`config.mk`:
```
export PLATFORM = sky130hd
export DESIGN_NAME = fetch_unit
export DESIGN_NICKNAME = d
export VERILOG_FILES = /design/src/rtl/fetch_pkg.sv /design/src/rtl/fetch_predecode.sv /design/src/rtl/fetch_unit.sv
export SDC_FILE = /design/constraint.sdc
export NUM_CORES = 1
export LEC_CHECK = 0
export CAP_MARGIN = 40
export CORE_MARGIN = 5
export CORE_UTILIZATION = 48
export CTS_BUF_LIST = sky130_fd_sc_hd__clkbuf_16
export DETAILED_ROUTE_END_ITERATION = 7
export PLACE_DENSITY = 0.82
export SYNTH_ARGS = -nofsm -noshare
export SYNTH_HDL_FRONTEND = slang
export SYNTH_HIERARCHICAL = 1
export SYNTH_SLANG_ARGS = --single-unit
```
`constraint.sdc`:
```
create_clock -name clk -period 2.35 [get_ports clk]
set_input_delay 0.705 -clock clk [delete_from_list [all_inputs] [get_ports clk]]
set_output_delay 0.705 -clock clk [all_outputs]
set_load 0.02 [all_outputs]
```
`src/rtl/fetch_pkg.sv`:
```
// Shared definitions for the instruction-fetch stage: instruction field layout,
// jump opcodes, fetch FSM states and the wrap-around PC increment helper.
package fetch_pkg;

   localparam int PC_W    = 24;
   localparam int INSTR_W = 24;

   localparam int CLASS_HI = 23;
   localparam int CLASS_LO = 22;
   localparam int OP_HI    = 21;
   localparam int OP_LO    = 17;
   localparam int TGT_HI   = 16;
   localparam int TGT_LO   = 0;

   localparam logic [1:0] CLASS_JUMP = 2'b00;

   localparam logic [4:0] OP_J   = 5'b01100;
   localparam logic [4:0] OP_JAL = 5'b01101;
   localparam logic [4:0] OP_JR  = 5'b01110;

   typedef enum logic [1:0] {
      INIT,
      RUN,
      HALT
   } fetch_state_t;

   // Sequential address step; wraps modulo 2^PC_W by construction of the width.
   function automatic logic [PC_W-1:0] pc_add(input logic [PC_W-1:0] pc,
                                              input int unsigned step);
      return pc + PC_W'(step);
   endfunction

endpackage

```
`src/rtl/fetch_predecode.sv`:
```
// Combinational predecode of the fetched word: spots J/JAL so fetch can follow
// them with no bubble, and flags a J that targets its own address (halt idiom).
module fetch_predecode
   import fetch_pkg::*;
(
   input  logic [INSTR_W-1:0] imem_instr,
   input  logic [PC_W-1:0]    pc,
   output logic               is_jump,
   output logic               is_self_loop,
   output logic [PC_W-1:0]    jump_target
);

   logic [1:0] instr_class;
   logic [4:0] opcode;

   always_comb begin
      instr_class  = imem_instr[CLASS_HI:CLASS_LO];
      opcode       = imem_instr[OP_HI:OP_LO];
      jump_target  = {{(PC_W-(TGT_HI+1)){1'b0}}, imem_instr[TGT_HI:TGT_LO]};
      is_jump      = (instr_class == CLASS_JUMP) && ((opcode == OP_J) || (opcode == OP_JAL));
      is_self_loop = is_jump && (opcode == OP_J) && (jump_target == pc);
   end

endmodule

```
`src/rtl/fetch_unit.sv`:
```
// Instruction-fetch stage: owns the PC, follows J/JAL without a bubble, takes
// redirects from later stages, and fills the IF/ID register for decode.
module fetch_unit
   import fetch_pkg::*;
#(
   parameter logic [PC_W-1:0] RESET_PC = 24'h000000,
   parameter int unsigned     PC_STEP  = 3,
   parameter int unsigned     COUNT_W  = 16
) (
   input  logic                clk,
   input  logic                rst_n,
   output logic [PC_W-1:0]     imem_addr,
   input  logic [INSTR_W-1:0]  imem_instr,
   input  logic                stall,
   input  logic                redirect_valid,
   input  logic [PC_W-1:0]     redirect_target,
   output logic                ifid_valid,
   output logic [INSTR_W-1:0]  ifid_instr,
   output logic [PC_W-1:0]     ifid_pc,
   output logic [PC_W-1:0]     ifid_pc_plus,
   output logic                halted,
   output logic [COUNT_W-1:0]  fetch_count
);

   fetch_state_t       state;
   fetch_state_t       state_next;
   logic [PC_W-1:0]    pc;
   logic [PC_W-1:0]    pc_next;
   logic [PC_W-1:0]    pc_plus;
   logic               latch_en;
   logic               flush;
   logic               is_jump;
   logic               is_self_loop;
   logic [PC_W-1:0]    jump_target;
   logic [COUNT_W-1:0] count;

   assign imem_addr   = pc;
   assign pc_plus     = pc_add(pc, PC_STEP);
   assign halted      = (state == HALT);
   assign fetch_count = count;

   fetch_predecode u_predecode (
      .imem_instr   (imem_instr),
      .pc           (pc),
      .is_jump      (is_jump),
      .is_self_loop (is_self_loop),
      .jump_target  (jump_target)
   );

   // Redirect beats stall; a stalled cycle freezes everything else.
   always_comb begin
      state_next = state;
      pc_next    = pc;
      latch_en   = 1'b0;
      flush      = 1'b0;
      if (redirect_valid) begin
         pc_next    = redirect_target;
         flush      = 1'b1;
         state_next = RUN;
      end else if (!stall) begin
         case (state)
            INIT: state_next = RUN;
            RUN: begin
               latch_en = 1'b1;
               pc_next  = is_jump ? jump_target : pc_plus;
               if (is_self_loop) begin
                  state_next = HALT;
               end
            end
            HALT: flush = 1'b1;
            default: state_next = INIT;
         endcase
      end
   end

   always_ff @(posedge clk or negedge rst_n) begin
      if (!rst_n) begin
         state <= INIT;
         pc    <= RESET_PC;
      end else begin
         state <= state_next;
         pc    <= pc_next;
      end
   end

   // IF/ID keeps its payload on a flush; only the valid bit is dropped.
   always_ff @(posedge clk or negedge rst_n) begin
      if (!rst_n) begin
         ifid_valid   <= 1'b0;
         ifid_instr   <= '0;
         ifid_pc      <= '0;
         ifid_pc_plus <= '0;
      end else if (latch_en) begin
         ifid_valid   <= 1'b1;
         ifid_instr   <= imem_instr;
         ifid_pc      <= pc;
         ifid_pc_plus <= pc_plus;
      end else if (flush) begin
         ifid_valid   <= 1'b0;
      end
   end

   always_ff @(posedge clk or negedge rst_n) begin
      if (!rst_n) begin
         count <= '0;
      end else if (latch_en && (count != '1)) begin
         count <= count + COUNT_W'(1);
      end
   end

endmodule

```
# Word level (Yosys, flattened, before mapping)
# Cells that the tools add are included.
[classes] eq_ne=9 muxes=16 bitwise_logic=0 addsub=2 reduce_logical=11 mul=0 order_cmp=0 div_mod_pow=0 shifts=0
[ops] op="$mux 24" n=4
[ops] op="$add 24x2->24 const B" n=1
[ops] op="$eq 17x24->1" n=1
[ops] op="$add 16x1->16 const B" n=1
[ops] op="$ne 16x16->1 const B" n=1
[ops] op="$eq 5x4->1 const B" n=2
[ops] op="$mux 1" n=8
[ops] op="$mux 2" n=3
[ops] op="$pmux 2 s3" n=1
[ops] op="$logic_and 1x1->1" n=4
[ops] op="$logic_not 2->1" n=2
[ops] op="$reduce_bool 2->1" n=2
[ops] op="$ne 3x3->1 const B" n=1
[ops] op="$reduce_and 3->1" n=1
[ops] op="$eq 2x1->1 const B" n=1
[ops] op="$eq 2x2->1 const B" n=1
[ops] op="$ne 2x1->1 const B" n=1
[ops] op="$ne 2x2->1 const B" n=1
[ops] op="$reduce_and 2->1" n=1
[ops] op="$logic_or 1x1->1" n=1
[totals] ff_bits=115 ram_bits=0 mem_bits_ro=0 memories=0 latch_bits=0 elab_cells=45 inputBits=52

# Longest topological paths before layout
# Gate-level depths: netlist (run 1).
[depth] ltp_word=9 ltp_mapped=10

# By module
# Netlist (run 1), hierarchy kept.
[by_module_without_submodules] mod="fetch_unit" n_inst=1 seq_area_each_um2=2877.8 cells_per_inst=592 area_per_inst_um2=5371.4
[by_module_without_submodules] mod="fetch_predecode" n_inst=1 seq_area_each_um2=0.0 cells_per_inst=55 area_per_inst_um2=411.6

# Worst setup path after synthesis (run 1)
# OpenSTA, ideal clock, no wires.
[synth_path] kind="input -> register" from="in imem_instr[21]" to="reg pc[8] (netlist: imem_addr[8])" path_stages=9 path_slack_ns=0.162 n_path_buf=1 setup_ns=0.121 required_ns=2.229 arrival_ns=2.067 cell_sequence="nor2_1 -> nand3_1 -> nor3_1 -> clkbuf_1 -> clkinv_1 -> o21ai_0 -> o21ai_0 -> a21o_1 -> a22o_1"
[synth_between] elab_chain_len=7
[synth_rtl] item="start, declared" line_no="fetch_unit.sv:13" rtl="input logic [INSTR_W-1:0] imem_instr,"
[synth_rtl] item="$eq 5x4->1" line_no="fetch_predecode.sv:20" rtl="is_jump = (instr_class == CLASS_JUMP) && ((opcode == OP_J) || (opcode == OP_JAL));"
[synth_rtl] item="$logic_or 1x1->1 *" line_no="fetch_predecode.sv:20"
[synth_rtl] item="$logic_and 1x1->1 *" line_no="fetch_predecode.sv:20"
[synth_rtl] item="named net is_jump" line_no="fetch_unit.sv:32" rtl="logic is_jump;"
[synth_rtl] item="$mux 24 *" line_no="fetch_unit.sv:65" rtl="pc_next = is_jump ? jump_target : pc_plus;"
[synth_rtl] item="$mux 24 *" line_no="fetch_unit.sv:61" rtl="case (state)"
[synth_rtl] item="$mux 24 *" line_no="fetch_unit.sv:60" rtl="end else if (!stall) begin"
[synth_rtl] item="$mux 24 *" line_no="fetch_unit.sv:56" rtl="if (redirect_valid) begin"
[synth_rtl] item="end signal, assigned" line_no="fetch_unit.sv:82" rtl="pc <= pc_next;"
[synth_rtl] item="end, declared" line_no="fetch_unit.sv:27" rtl="logic [PC_W-1:0] pc;"
# The timed path passes the listed nets; every way through them passes the cells marked *. The select of a mux whose other input is x is not followed.
# A chain may end at the register's enable or synchronous reset.

# Final worst setup path (run 1)
[layout_path] from="reg pc[15] (netlist: imem_addr[15])" to="out imem_addr[15]"
[layout_lines] item="end, declared" line_no="fetch_unit.sv:12" rtl="output logic [PC_W-1:0] imem_addr,"
# No word-level cell between the ends.

==> results_dict.tcl, run 1 <==
set metrics [dict create \
    synth-seq-cells 115 \
    start_util 0.486 \
    dp_hpwl_um 14000 \
    grt_pass1_wl_um 29400 \
    stdcell_area_um2 8380 \
    final.setup.worst_slack_ns 0.0441 \
    period_share 0.981 \
    h-tree-depth 4 \
    final_util 0.704 \
    die_h_um 120 \
    cts_tree "yes" \
    vias 5452 \
    port_buffers 165 \
    grt_overflow_total 0 \
    antenna_found_initial 0 \
    timing.final.hold_violations 0 \
    critPathMaxFanout 6 \
    antenna_cells 0 \
    wl_met2_um 8950 \
    nets 892 \
    floorplan.rows 40 \
    top_layer_used "met4" \
    cts_setup_buffers 0 \
    avgSynthCellArea_um2 8.94 \
    grt_max_degree 58 \
    synth_edf_count 0 \
    path_buf_inv 1 \
    ant_nets 0 \
    total_power_mw 6.87 \
    slowest_stage "clkdlybuf4s50_1" \
    leakage_nw 3.79 \
    die_w_um 120 \
    dr_wl_met3_um 1360 \
    ios 166 \
    fin_tns_setup_ns 0 \
    async_flop_share 1.00 \
    holdWs_ns 0.184 \
    die-area_um2 14300 \
    rsz0062_at_grt "false" \
    cts-root-buf "clkbuf_16" \
    cp-end-kind "output port" \
    fillCellCount 921 \
    finClkSkew_ns 0.00640 \
    track_usage 0.265 \
    multiInputGateArea_um2 2610 \
    critPathLaunchType "flip-flop" \
    relSlewSlack 0.533 \
    required_ns 1.64 \
    synth_warnings 6 \
    status "finished clean" \
    synth_area_um2 5780 \
    core_um2 11900 \
    post_drt_wl_per_cell_um 18.5 \
    setup_viol 0 \
    place_congestion 0.889 \
    clockBufferDepth 2 \
    clk_pin_slew_ns 0.05 \
    placed_area_um2 7850 \
    cts.sinks 115 \
    place_inst 966 \
    postSynthCellCount 647 \
    first_global_vias 5562 \
    synth.distinct_cells 59 \
    instances_no_fill 997 \
    finalCriticalPeriod_ns 2.31 \
    area_growth_pct 44.9 \
    first_pass_iters 7 \
    cap_violations 0 \
    drive_gt1_frac 0.125 \
    ir_drop_mv 0.473 \
    cts_buffers 17 \
    powerDensity_nw_per_um2 820 \
    m1WireLength_um 7630 \
    tightest_slew_ns 0.695 \
    cts_hold_buf 0 \
    initialDrtViolationCount 397 \
    crit_type "flip-flop to output port" \
    seq_area_um2 2890 \
    critPathArrivalTime_ns 1.60 \
    slowest_delay_ns 0.67 \
    slew_viol_final 0 \
    hold_path.class "primary input to async pin" \
    startpoint "imem_addr[15]" \
    synth_ff_type "dfrtp_1" \
    max_freq_mhz 434 \
    path_cells "clkdlybuf4s50_1" \
    drt_wl_total_um 18500 \
    drcViolationCount 0 \
    path_delay_family "buffers and inverters" \
    detailedPlace.worstSlack_ns -0.288 \
    ys_seq_area_frac 0.498 \
    reg2reg_from "imem_addr[0]" \
    via_per_inst 5.47 \
    clkLatencyLatePin_ns 0.42 \
]
==> path summary, 6_finish.rpt <==
check	cells past startpoint	slack, ns	to
hold reg to reg	2	0.47	ifid_instr[8]
max in group asynchronous	2	1.54	imem_addr[3]
setup / recovery	1	0.04	imem_addr[15]
hold / removal	1	0.18	fetch_count[14]
setup reg to reg	7	0.20	imem_addr[16]
min in group clk	2	0.47	ifid_instr[8]
==> placed cells by master, fill, tap and decap left out, types with 4 or more instances in the layout <==
cell               n
nand2_1          195
clkdlybuf4s50_1  160
dfrtp_1          106
o21ai_0           60
buf_4             55
xnor2_1           36
a21oi_1           23
nand3_1           20
xor2_1            18
nor2_1            17
clkbuf_16         17
nand4_1           16
and3_1             9
dfrtp_2            9
inv_1              8
nor3_1             7
clkinv_1           7
conb_1             7
buf_12             5
a221o_1            4
==> sequential cells by signal, indices dropped and copies added (netlist names) <==
name / cells
imem_addr: 24
ifid_valid: 1
ifid_pc: 24
state: 2
ifid_pc_plus: 24
ifid_instr: 24
fetch_count: 16
==> area by class of cell <==
cell class,count,area share
well taps,147,0.0219
clock buffers,17,0.0508
flip-flops and latches,115,0.345
multi-input cells,473,0.311
inverters,6,0.00269
clock inverters,14,0.00985
repair buffers,225,0.259
==> cell families after synthesis <==
logic type | synth area share
adders and majority gates | 0.00433
buffers and inverters | 0.0591
DFF | 0.498
muxes | 0.00736
xor gates and xnor gates | 0.0818
other | 0.000648
AOI/OAI and AO/OA | 0.119
and+or+nand+nor | 0.231
==> routing by layer <==
| metal | up-vias | GRT usage |
|---|---|---|
| met2 | 259 | 0.429 |
| met1 | 2597 | 0.343 |
| li1 | 2554 | - |
| met3 | 42 | 0.0566 |
| met4 | 0 | 0.116 |
| met5 | - | 0 |
==> Yosys cell counts (3+ instances only) <==
cell type | n | area share
nor2_1 | 17 | 0.011
xnor2_1 | 36 | 0.055
nor4_1 | 3 | 0.0032
o21ai_0 | 60 | 0.052
a21o_1 | 3 | 0.0039
and3_1 | 9 | 0.0097
nand2_1 | 195 | 0.13
a221o_1 | 4 | 0.0069
a21oi_1 | 23 | 0.020
dfrtp_1 | 115 | 0.50
buf_4 | 24 | 0.031
clkbuf_1 | 26 | 0.017
a22o_1 | 3 | 0.0045
buf_2 | 6 | 0.0052
xor2_1 | 18 | 0.027
nand4_1 | 16 | 0.017
inv_1 | 4 | 0.0026
nand3b_1 | 3 | 0.0039
nor3_1 | 8 | 0.0069
buf_1 | 3 | 0.0019
nand3_1 | 20 | 0.017
a22oi_1 | 3 | 0.0039
==> where the power goes <==
group | switching (mW) | internal, mW
clock | 0.843 | 1.39
sequential | 0.338 | 2.30
combinational | 1.03 | 0.955
total | 2.22 | 4.65
==> timing repair <==
item / CTS / global route
cloned: 0 / 0
gates resized for setup: 6 / 9
endpoints found under the setup margin: 6 / 9
Power figures use the tool's default switching activity.
==> run 2, diff against run 1 <==
- CAP_MARGIN: 40 -> 10
- SKIP_LAST_GASP: default -> 1
==> results of run 2 <==
Final layout, timing and power as in run 1 (identical DEF).
